## config.mk

```make
export PLATFORM = sky130hd
export DESIGN_NAME = spi_acl_responder
export DESIGN_NICKNAME = d
export VERILOG_FILES = /design/src/rtl/spi_acl_responder.sv
export SDC_FILE = /design/constraint.sdc
export NUM_CORES = 1
export LEC_CHECK = 0
export ABC_AREA = 1
export CAP_MARGIN = 20
export CORE_ASPECT_RATIO = 0.8
export CORE_MARGIN = 4
export CORE_UTILIZATION = 41
export DETAILED_ROUTE_END_ITERATION = 8
export GPL_TIMING_DRIVEN = 0
export PLACE_DENSITY_LB_ADDON = 0.25
export SLEW_MARGIN = 20
export SYNTH_ARGS = -nofsm -noshare
export SYNTH_HDL_FRONTEND = slang
export SYNTH_SLANG_ARGS = --single-unit
```

## constraint.sdc

```tcl
create_clock -name clk -period 2.6 [get_ports clk]
set_input_delay 0.52 -clock clk [delete_from_list [all_inputs] [get_ports clk]]
set_output_delay 0.52 -clock clk [all_outputs]
set_load 0.05 [all_outputs]
```

## src/rtl/spi_acl_responder.sv

```systemverilog
// spi_acl_responder: ADXL362-style SPI slave (mode 0) with an oversampled pin interface,
// a 64-byte register map and a host-side X/Y/Z sample injection port.
module spi_acl_responder #(
    parameter logic [7:0] DEVID_AD  = 8'hAD,
    parameter logic [7:0] DEVID_MST = 8'h1D,
    parameter logic [7:0] PARTID    = 8'hF2,
    parameter logic [7:0] REVID     = 8'h01
) (
    input  logic        clk,
    input  logic        rst_n,
    input  logic        sclk_i,
    input  logic        csn_i,
    input  logic        mosi_i,
    output logic        miso_o,
    output logic        miso_oe_o,
    input  logic        sample_valid_i,
    input  logic [11:0] sample_x_i,
    input  logic [11:0] sample_y_i,
    input  logic [11:0] sample_z_i,
    output logic        wr_strobe_o,
    output logic [5:0]  wr_addr_o,
    output logic [7:0]  wr_data_o,
    output logic        busy_o
);
    typedef enum logic [2:0] {IDLE, CMD, ADDR, WDATA, RDATA, IGNORE} state_t;

    state_t      state, next;
    logic [2:0]  sclk_q;
    logic [1:0]  csn_q, mosi_q;
    logic [2:0]  bit_cnt;
    logic [7:0]  sr, rd_data;
    logic [5:0]  ptr, rd_addr;
    logic        wr_mode, data_ready, pend;
    logic [11:0] x, y, z, sx, sy, sz;
    logic [7:0]  regs [32];

    logic       csn, rise, fall, byte_done, load, clr, commit, set_dr, do_wr;
    logic [7:0] byte_in;

    assign csn       = csn_q[1];
    assign rise      = sclk_q[1] & ~sclk_q[2];
    assign fall      = ~sclk_q[1] & sclk_q[2];
    assign byte_done = rise && bit_cnt == 3'd7;
    assign byte_in   = {sr[6:0], mosi_q[1]};
    assign load      = byte_done && ((state == ADDR && !wr_mode) || state == RDATA);
    assign rd_addr   = state == ADDR ? byte_in[5:0] : ptr + 6'd1;
    assign clr       = load && (rd_addr inside {[6'h08:6'h0A], [6'h0E:6'h13]});
    assign commit    = state != IDLE && csn;
    assign set_dr    = (state == IDLE && sample_valid_i) || (commit && (sample_valid_i || pend));
    assign do_wr     = byte_done && state == WDATA && ptr[5];
    assign busy_o    = state != IDLE;
    assign miso_oe_o = busy_o;

    always_comb begin
        next = state;
        case (state)
            IDLE:    next = csn ? IDLE : CMD;
            CMD:     if (byte_done) next = (byte_in == 8'h0A || byte_in == 8'h0B) ? ADDR : IGNORE;
            ADDR:    if (byte_done) next = wr_mode ? WDATA : RDATA;
            default: next = state;
        endcase
        if (csn) next = IDLE;
    end

    always_comb begin
        rd_data = 8'h00;
        if (rd_addr[5]) rd_data = regs[rd_addr[4:0]];
        else case (rd_addr[4:0])
            5'h00:   rd_data = DEVID_AD;
            5'h01:   rd_data = DEVID_MST;
            5'h02:   rd_data = PARTID;
            5'h03:   rd_data = REVID;
            5'h08:   rd_data = x[11:4];
            5'h09:   rd_data = y[11:4];
            5'h0A:   rd_data = z[11:4];
            5'h0B:   rd_data = {7'b0, data_ready};
            5'h0E:   rd_data = x[7:0];
            5'h0F:   rd_data = {{4{x[11]}}, x[11:8]};
            5'h10:   rd_data = y[7:0];
            5'h11:   rd_data = {{4{y[11]}}, y[11:8]};
            5'h12:   rd_data = z[7:0];
            5'h13:   rd_data = {{4{z[11]}}, z[11:8]};
            default: rd_data = 8'h00;
        endcase
    end

    always_ff @(posedge clk or negedge rst_n) begin
        if (!rst_n) begin
            sclk_q  <= '0;
            csn_q   <= '1;
            mosi_q  <= '0;
            state   <= IDLE;
            bit_cnt <= '0;
            sr      <= '0;
            ptr     <= '0;
            wr_mode <= 1'b0;
            miso_o  <= 1'b0;
        end else begin
            sclk_q  <= {sclk_q[1:0], sclk_i};
            csn_q   <= {csn_q[0], csn_i};
            mosi_q  <= {mosi_q[0], mosi_i};
            state   <= next;
            bit_cnt <= state == IDLE ? 3'd0 : rise ? bit_cnt + 3'd1 : bit_cnt;
            sr      <= load ? rd_data : rise ? byte_in : sr;
            if (byte_done && state == CMD) wr_mode <= ~byte_in[0];
            if (byte_done && state == ADDR) ptr <= byte_in[5:0];
            else if (byte_done && (state == WDATA || state == RDATA)) ptr <= ptr + 6'd1;
            // bit 7 of a read byte appears on the first falling edge after the byte boundary
            miso_o  <= (state == RDATA && !csn) ? (fall ? sr[7] : miso_o) : 1'b0;
        end
    end

    always_ff @(posedge clk or negedge rst_n) begin
        if (!rst_n) begin
            for (int i = 0; i < 32; i++) regs[i] <= '0;
            wr_strobe_o <= 1'b0;
            wr_addr_o   <= '0;
            wr_data_o   <= '0;
        end else begin
            wr_strobe_o <= do_wr;
            if (do_wr) begin
                regs[ptr[4:0]] <= byte_in;
                wr_addr_o      <= ptr;
                wr_data_o      <= byte_in;
            end
        end
    end

    // samples arriving mid-transaction wait in the shadow until csn rises
    always_ff @(posedge clk or negedge rst_n) begin
        if (!rst_n) begin
            {x, y, z, sx, sy, sz} <= '0;
            pend       <= 1'b0;
            data_ready <= 1'b0;
        end else begin
            if (commit) begin
                if (sample_valid_i) {x, y, z} <= {sample_x_i, sample_y_i, sample_z_i};
                else if (pend) {x, y, z} <= {sx, sy, sz};
                pend <= 1'b0;
            end else if (sample_valid_i) begin
                if (state == IDLE) {x, y, z} <= {sample_x_i, sample_y_i, sample_z_i};
                else begin
                    {sx, sy, sz} <= {sample_x_i, sample_y_i, sample_z_i};
                    pend <= 1'b1;
                end
            end
            data_ready <= set_dr | (data_ready & ~clr);
        end
    end
endmodule

```

Word-level counts from Yosys, hierarchy flattened
Cells that the tools add are included.
- word-level logic and storage cells: 176
- output and inout bits: 18
- flip-flop bits (word level): 374
- input port bits: 42
- equal/unequal tests: 24
- add/sub/neg operators: 2
- reductions and logical operators: 38
- magnitude comparators: 7
- muxes and demuxes: 41
- bitwise operators: 12
- operators with widths (operator ; count):
    256-bit bitwise mux ; 1
    12-bit 2-to-1 mux ; 15
    8-bit case mux with 14 select lines ; 1
    8-bit 2-to-1 mux ; 6
    8-bit binary-select mux with 5-bit select ; 1
    8-bit demux with 5-bit select ; 1
    5-bit by 4-bit equality test with 1-bit output, second input constant ; 6
    3-bit 2-to-1 mux ; 7
    5-bit equality test, second input constant ; 4
    6-bit 2-to-1 mux ; 3
    8-bit by 4-bit equality test with 1-bit output, second input constant ; 2
    1-bit logical AND ; 16
    2-bit nonzero test ; 7
    6-bit by 4-bit >= comparator with 1-bit output, second input constant ; 2
    6-bit >= comparator, second input constant ; 2
    5-bit NOT with 6-bit output ; 2
    5-bit by 2-bit equality test with 1-bit output, second input constant ; 2
    3-bit case mux with 3 select lines ; 1
    3-bit AND reduction ; 3
    6-bit by 1-bit adder with 6-bit output, second input constant ; 1
    3-bit by 2-bit equality test with 1-bit output, second input constant ; 2
    3-bit equality test, second input constant ; 2
    6-bit by 4-bit less-or-equal comparator with 1-bit output, second input constant ; 1
    6-bit by 5-bit less-or-equal comparator with 1-bit output, second input constant ; 1
    other kinds (17) ; 35

Logic depth before layout (Yosys ltp)
Gate-level depths: netlist of run 1.
- word-level depth: 9
- depth in mapped cells: 18
- gate-level depth less buffers: 17

Worst setup path before layout of run 1
OpenSTA, ideal clock, no wires.
- path type: flip-flop to flip-flop
- start: register state[1]
- end: register x[1]
- cell stages (with the launch flop): 8
- period minus slack after synthesis: 2.146 ns
- arrival time: 2.028 ns
- library setup time: 0.118 ns
- data required time: 2.482 ns
- slack: 0.454 ns
- cell sequence: dfrtp_1 > nor2_1 > nand2_1 > a21oi_1 > clkbuf_1 > o21ai_0 > a21oi_1 > nor2_1
- word-level cells in the longest chain between the ends: 4
- elaborated cells on any way between the ends: 7
- those cells by class: 1 x mux; 6 x reduce/logical
- RTL lines (item ; RTL line ; text):
    start, declared ; 27 ; state_t state, next;
    start signal, assigned ; 102 ; state <= next;
    3-bit nonzero test * ; -- ;
    named net busy_o ; 23 ; output logic busy_o
    1-bit logical AND * ; 48 ; assign commit = state != IDLE && csn;
    2-bit nonzero test (no line) ; -- ;
    3-bit AND reduction (no line) ; -- ;
    end signal, assigned ; 137 ; if (sample_valid_i) {x, y, z} <= {sample_x_i, sample_y_i, sample_z_i};
    end signal, assigned ; 138 ; else if (pend) {x, y, z} <= {sx, sy, sz};
    end signal, assigned ; 141 ; if (state == IDLE) {x, y, z} <= {sample_x_i, sample_y_i, sample_z_i};
    end, declared ; 34 ; logic [11:0] x, y, z, sx, sy, sz;
Mark *: on every way through the listed nets, which the timed path passes. The rest lies on a longest branch.
A chain may end at the register's enable or synchronous reset.

Final worst setup path of run 1
- start: register state[2]
- end: register sr[6]
- word-level cells in the longest chain between the ends: 8
- elaborated cells on any way between the ends: 28
- those cells by class: 15 x eq/ne; 7 x mux; 1 x bitwise; 5 x reduce/logical
- RTL lines (item ; RTL line ; text):
    3-bit by 2-bit equality test with 1-bit output ; 45, 46 ;
    6-bit 2-to-1 mux ; 46 ; assign rd_addr = state == ADDR ? byte_in[5:0] : ptr + 6'd1;
    5-bit NOT with 6-bit output (not written as such) ; 67 ; if (rd_addr[5]) rd_data = regs[rd_addr[4:0]];
    8-bit binary-select mux with 5-bit select ; 67 ;
    8-bit 2-to-1 mux (not written as such) (2 in a row) ; 67 ;
    8-bit 2-to-1 mux ; 67 ;
    8-bit 2-to-1 mux ; 104 ; sr <= load ? rd_data : rise ? byte_in : sr;
    end signal, assigned ; 104 ;
    end, declared ; 31 ; logic [7:0] sr, rd_data;
Several ways; a longest one is shown, not always the timed one. The select of a mux whose other input is x is not followed.

==> results of run 1 <==
[sequential cells by signal (all words and copies together) (netlist names), 6 cells and up]
signal and flops:
ptr 6, regs 256, sr 8, sx 12, sy 12, sz 12
wr_addr_o 6, wr_data_o 8, x 12, y 12, z 12
[synthesized netlist by cell type]
| cell type | count |
|---|---|
| nand2_1 | 961 |
| dfrtp_1 | 372 |
| o21ai_0 | 346 |
| nand3_1 | 177 |
| nor2_1 | 123 |
| clkbuf_1 | 91 |
| a21oi_1 | 81 |
| inv_1 | 71 |
| buf_2 | 41 |
| nor3_1 | 16 |
| inv_2 | 10 |
| nor2_2 | 9 |
| buf_4 | 8 |
| nand2_2 | 7 |
| buf_6 | 6 |
| ha_1 | 6 |
| nand4_1 | 6 |
| o22ai_1 | 6 |
| nor2_4 | 5 |
| mux2_2 | 4 |
| nand3_2 | 4 |
| o21ai_1 | 4 |
| buf_1 | 3 |
| clkinv_1 | 3 |
| dfstp_2 | 2 |
| a211oi_1 | 1 |
| a21boi_1 | 1 |
| a31oi_1 | 1 |
| nand4_2 | 1 |
| nor4_1 | 1 |
| o211ai_1 | 1 |
| o21ai_2 | 1 |
| o21bai_1 | 1 |
| or2_2 | 1 |
| xor2_1 | 1 |
[repair_timing]
action,4_1_cts,5_1_grt
gates cloned,0,1
hold buffers,1,0
hold endpoints to repair,69,0
setup buffers,5,23
endpoints found under the setup margin,125,298
pin swaps,4,14
gates resized for setup,60,88
[per-stage QoR]
stage / instance area [um^2] / setup slack (ps)
5_1_grt: 21380 / -24.58
6_report: 21380 / 77.48
3_5_place_dp: 19430 / -577.1
4_1_cts: 20910 / -109.9
2_1_floorplan: 18020 / 454.1
3_3_place_gp: 19320 / -15360
[cells by family after synthesis]
group / Yosys count / synth area share
AO/OA/AOI/OAI: 443 / 0.1243
XOR/XNOR: 1 / 0.0004860
adder cells (fa/ha/maj): 6 / 0.004165
buffers and inverters: 233 / 0.05553
flip-flops: 374 / 0.5194
multiplexers: 4 / 0.002499
AND/OR/NAND/NOR: 1311 / 0.2937
[layer usage]
metal	track usage	share of wire	vias to the layer above
li1	-	-	7922
met1	0.4079	0.45	8388
met2	0.3664	0.40	865
met3	0.07317	0.11	122
met4	0.07436	0.029	0
met5	0	0	-
[layout make-up]
type | count | area (um^2) | area share
Timing Repair Buffer | 93 | 977.2 | 0.04571
Sequential cell | 374 | 9368 | 0.4382
Multi-Input combinational cell | 1765 | 7880 | 0.3686
Clock inverter | 9 | 123.9 | 0.005794
Inverter | 84 | 325.3 | 0.01522
Antenna cell | 1 | 2.502 | 0.0001170
Buffer | 145 | 855.8 | 0.04003
Clock buffer | 57 | 1146 | 0.05361
Tap cell | 560 | 700.7 | 0.03277
[worst min-delay path by stage]
stage	from	to	slack, ps	cells after the start
after global placement	mosi_q[0]$_DFF_PN0_	mosi_q[1]$_DFF_PN0_	330	0
after global routing	csn_q[0]$_DFF_PN1_	csn_q[1]$_DFF_PN1_	370	0
after floorplan	rst_n	bit_cnt[0]$_DFFE_PN0P_	220	0
final	csn_q[0]$_DFF_PN1_	csn_q[1]$_DFF_PN1_	360	0
after CTS	csn_q[0]$_DFF_PN1_	csn_q[1]$_DFF_PN1_	360	0
after detailed placement	mosi_q[0]$_DFF_PN0_	mosi_q[1]$_DFF_PN0_	350	0
[where the power goes]
group / internal (mW) / total [mW] / switching, mW
clock network: 3.35 / 5.71 / 2.36
logic: 0.626 / 2.12 / 1.49
registers: 6.43 / 6.93 / 0.502
==> flow_summary.yaml, run 1 <==
status:
  status: "finished, final reports clean"
clock_network:
  cts_num_sinks: 374
  htreeDepth: 2
  cts_buffer_depth: 3
  cts_buffers: 40
  cts-root-buf: "clkbuf_16"
  insertion_delay_ps: 550
  path_clk_slew_ps: 60
  cts_tree: "done"
critical_path:
  r2r_start: "state[2]$_DFFE_PN0P_"
  worstPathCellList: "inv_2, nand2_1, nor2_4, nand2_4, nand2_4, buf_8, buf_4, nand2_1, nand2_1, nand2_1, nand2_1, a21oi_1, nand2_1, nand3_1, nand2_1, nand2_1, nand2_1"
  r2r_cells: 17
  cp.depth: 17
  cp.arrival_ps: 3000
  path_buf_inv: 3
  crit_path_end_kind: "register"
  endpoint: "sr[6]$_DFFE_PN0P_"
  crit_top_cell: "nand2_1"
  critical-path-top-delay-family: "simple AND/OR/NAND/NOR gates"
  required_ps: 3070
  cp_slowest_stage_delay_ps: 440
  crit_start: "state[2]$_DFFE_PN0P_"
  crit_type: "register to register"
  reg2reg_to: "sr[6]$_DFFE_PN0P_"
  crit_fanout: 10
  cp-start-kind: "register"
  slowest_stage: "dfrtp_2"
  r2r_setup_slack_ps: 80
timing:
  skew_ps: 23.78
  fin_crit_sh: 0.9702
  slew_headroom: 0.3844
  hold_viol: 0
  setup-violations-final: 0
  min_period_ps: 2523
  worst_pin_slew_ps: 916.4
  setup_tns_ps: 0
  hold_ws_ps: 356.2
  slew_violations: 0
  grt_setup_unrepaired: "true"
  fmax_mhz: 396.4
route:
  wl_um: 63680
  drt_iter0_markers: 1952
  antenna_left: 0
  viasPerCell: 5.601
  vias: 17300
  first_pass_iters: 5
  post-route-drc-count: 0
  routedWlPerCell_um: 20.62
logic_synthesis:
  ys_ff_latch: 374
  post_synth_main_area_contributors: "dfrtp_1, nand2_1, o21ai_0, nand3_1, nor2_1"
  synth.avg_cell_area_um2: 7.599
  yosys_warnings: 0
  syn-instance-count: 2372
  ys_seq_area_frac: 0.5194
  synth_nets: 2420
  yosysTopAreaCell: "dfrtp_1"
  yosysTopAreaCellShare: 0.5165
  netlist_area_mm2: 0.01802
  synth_cell_types: 35
global_route:
  grt_pass1_wl_um: 98120
  grt_max_degree: 99
  grt_antenna_before_repair: 0
  track_usage: 0.2660
  overflow: 0
  grt_pass1_vias: 16350
final_layout:
  drive_gt1_frac: 0.09458
  area_growth_pct: 18.61
  fill_cells: 4191
  final_common_cell: "nand2_1"
  utilization: 0.4937
  layout_common_cells: "nand2_1, dfrtp_1, o21ai_0"
  fin_cells: 3088
  nNetsFinal: 2551
floorplan:
  die_w_um: 242.4
  io_pins: 60
  core_region_area_mm2: 0.04331
  rows: 68
  die-area_mm2: 0.04740
  die_y_um: 195.5
  start_util: 0.4162
placement:
  dpl.cell_count: 2995
  place.gp.congestion: 0.9793
  io_buffers: 59
  hpwl_um: 45430
power_and_ir_drop:
  powerDensity_mw_per_mm2: 690.0
  power_mw: 14.75
  leakage_nw: 10.27
  vdd_drop_max_uv: 489.1
hold_path:
  hp-class: "register to register"
flow_run:
  max_cap_viol_count: 0
(Power assumes the default switching activity.)
==> run 2: changes to the inputs <==
ABC_AREA = not set   (was 1)
CAP_MARGIN = 40   (was 20)
REMOVE_ABC_BUFFERS = 1   (was not set)
==> flow_summary.yaml, run 2 <==
final_layout:
  multiInputGateArea_mm2: 0.008608
  fin_area_mm2: 0.02186
  top_register: "regs"
  nNetsFinal: 1569
  area_growth_pct: 21.94
  layout_common_cells: "dfrtp_1, mux2_2, nand2_1"
  final_common_cell: "dfrtp_1"
  ff_latch_area_mm2: 0.009385
  largest_reg_flops: 256
  n_antenna_cell: 0
  drive_gt1_frac: 0.4047
  utilization: 0.5068
  fill_cells: 3630
floorplan:
  die_w_um: 241.8
  die_y_um: 195.0
  rows: 68
  die-area_mm2: 0.04716
  io_pins: 60
  start_util: 0.4156
  core_region_area_mm2: 0.04314
critical_path:
  critical-path-top-delay-family: "compound AO/OA/AOI/OAI gates"
  crit_fanout: 6
  path_buf_inv: 4
  cp_slowest_stage_delay_ps: 540
  cp.arrival_ps: 3390
  r2r_setup_slack_ps: -380
  crit_start: "state[2]$_DFFE_PN0P_"
  crit_top_cell: "buf_16"
  required_ps: 3010
  reg2reg_to: "sr[3]$_DFFE_PN0P_"
  crit_type: "register to register"
  slowest_stage: "mux4_2"
  r2r_cells: 10
  crit_path_end_kind: "register"
  r2r_start: "state[2]$_DFFE_PN0P_"
  cp.depth: 10
  cp-start-kind: "register"
  worstPathCellList: "or3b_4, a21boi_4, clkbuf_16, buf_16, buf_16, buf_16, mux4_2, a22o_1, o31ai_1, o221ai_1"
power_and_ir_drop:
  comb_power_share: 0.057
  powerDensity_mw_per_mm2: 592.2
  vdd_drop_max_uv: 429.4
  internal-power_mw: 9.846
  swShare: 0.2394
  power_frac_seq: 0.495
  power_frac_clock: 0.448
  p_switching_mw: 3.100
  leakage_nw: 9.935
placement:
  place.gp.congestion: 0.8667
  hpwl_um: 30850
  io_buffers: 59
  placed_area_mm2: 0.01947
route:
  antenna_left: 0
  first_pass_iters: 8
  post-route-drc-count: 0
  routedWlPerCell_um: 23.12
  vias: 12480
  wl_um: 48710
  viasPerCell: 5.921
  drt_iter0_markers: 1243
timing:
  min_period_ps: 2983
  fmax_mhz: 335.3
  worst_pin_slew_ps: 948.5
  skew_ps: 19.36
  grt_setup_unrepaired: "true"
  slew_headroom: 0.3622
  hold_viol: 0
  setup_slack_ps: -382.8
  setup-violations-final: 8
  slew_violations: 0
  fin_crit_sh: 1.147
logic_synthesis:
  synth.avg_cell_area_um2: 12.56
  synth-async-reset-ratio: 1.000
  yosys_warnings: 0
  synth_edf_count: 0
  netlist_area_mm2: 0.01793
  syn-instance-count: 1427
  ys_ff_latch: 374
  post_synth_main_area_contributors: "dfrtp_1, mux2_2, mux2i_1, nand2_1, mux4_2"
  synth-main-ff-cell: "dfrtp_1"
  yosysTopAreaCell: "dfrtp_1"
  yosysTopAreaCellShare: 0.5193
  ys_seq_area_frac: 0.5222
  yosysMostFrequentCell: "dfrtp_1"
  synth_cell_types: 75
  ys_top_cells_by_count: "dfrtp_1, mux2_2, nand2_1, mux2i_1, clkbuf_1"
clock_network:
  cts-root-buf: "clkbuf_16"
  cts_buffers: 39
  cts_tree: "done"
  htreeDepth: 2
  path_clk_slew_ps: 70
  cts_buffer_depth: 3
  insertion_delay_ps: 550
  cts_num_sinks: 374
hold_path:
  whs_path_depth: 0
  min_from: "mosi_q[0]$_DFF_PN0_"
  worstHoldEndpoint: "mosi_q[1]$_DFF_PN0_"
  hp-class: "register to register"
global_route:
  grt_max_degree: 95
  track_usage: 0.2048
  grt_pass1_wl_um: 76590
  overflow: 0
  grt_antenna_before_repair: 0
  grt_pass1_vias: 12570
status:
  status: "complete, but fails checks"
  violations: "setup timing"
flow_run:
  max_cap_viol_count: 0
==> run 2: kinds of logic (layout without fill, tap and decap cells) <==
kind of cell               Yosys count  after routing  synth area share
xor gates and xnor gates             3              3          0.001466
muxes                              429            432            0.2803
and+or+nand+nor                    280            280           0.07224
buffers and inverters              113            230           0.03078
adders and majority gates            6              6          0.004187
AOI/OAI and AO/OA                  222            222           0.08885
DFF                                374            374            0.5222
==> run 2: per-stage QoR <==
stage	hold WS, ps	worst slack [ps]	power, mW	setup TNS (ps)	cells
floorplan	224.4	-2134	6.691	-129720	1322
global placement	332.6	-15440	7.143	-6226540	1941
detailed placement	338.6	-1741	7.256	-260140	1972
CTS	349.9	-346.8	13.07	-2437	2095
global route	358.3	-408.6	13.43	-2999	2107
finish	348.3	-382.8	12.95	-2569	2107
==> run 2: cell type report <==
type	instances	area share
tap	560	0.03205
clock buffer	56	0.05409
multi-input combinational	943	0.3938
sequential	374	0.4293
timing repair buffer	155	0.08294
inverter	8	0.001545
clock inverter	11	0.006239
==> run 2: power groups by stage <==
stage	registers, mW	clock network, mW	logic (mW)
global route	6.45	6.16	0.824
global placement	6.58	0	0.564
finish	6.41	5.80	0.737
detailed placement	6.51	0	0.742
floorplan	6.37	0	0.324
CTS	6.41	5.92	0.751
==> run 2: routing by layer <==
layer	up-vias	GRT usage	wire (um)
li1	5470	-	-
met1	6479	0.3028	22230
met2	428	0.3040	21370
met3	99	0.04544	3771
met4	0	0.06061	1341
met5	-	0	0
==> run 2: worst reg2reg max path, delay by kind of cell, from the launching register on <==
kind	cells	cell delay, ps
muxes	1	540
and+or+nand+nor	1	430
buffers and inverters	4	580
AOI/OAI and AO/OA	4	870
DFF	1	430
==> run 2: how the worst max path moves through the flow <==
stage,to,slack [ps]
global route,sr[1]$_DFFE_PN0P_,-410
global placement,regs[33]$_DFFE_PN0P_,-15440
floorplan,sr[7]$_DFFE_PN0P_,-2130
CTS,sr[3]$_DFFE_PN0P_,-350
detailed placement,sr[6]$_DFFE_PN0P_,-1740
finish,sr[3]$_DFFE_PN0P_,-380
==> run 2: repair_timing <==
item	4_1_cts	5_1_grt
hold buffers	1	0
endpoints found under the setup margin	269	190
endpoints found under the hold margin	25	0
gates cloned	5	0
resized for setup	97	48
setup buffers	51	11
pin swaps	24	12
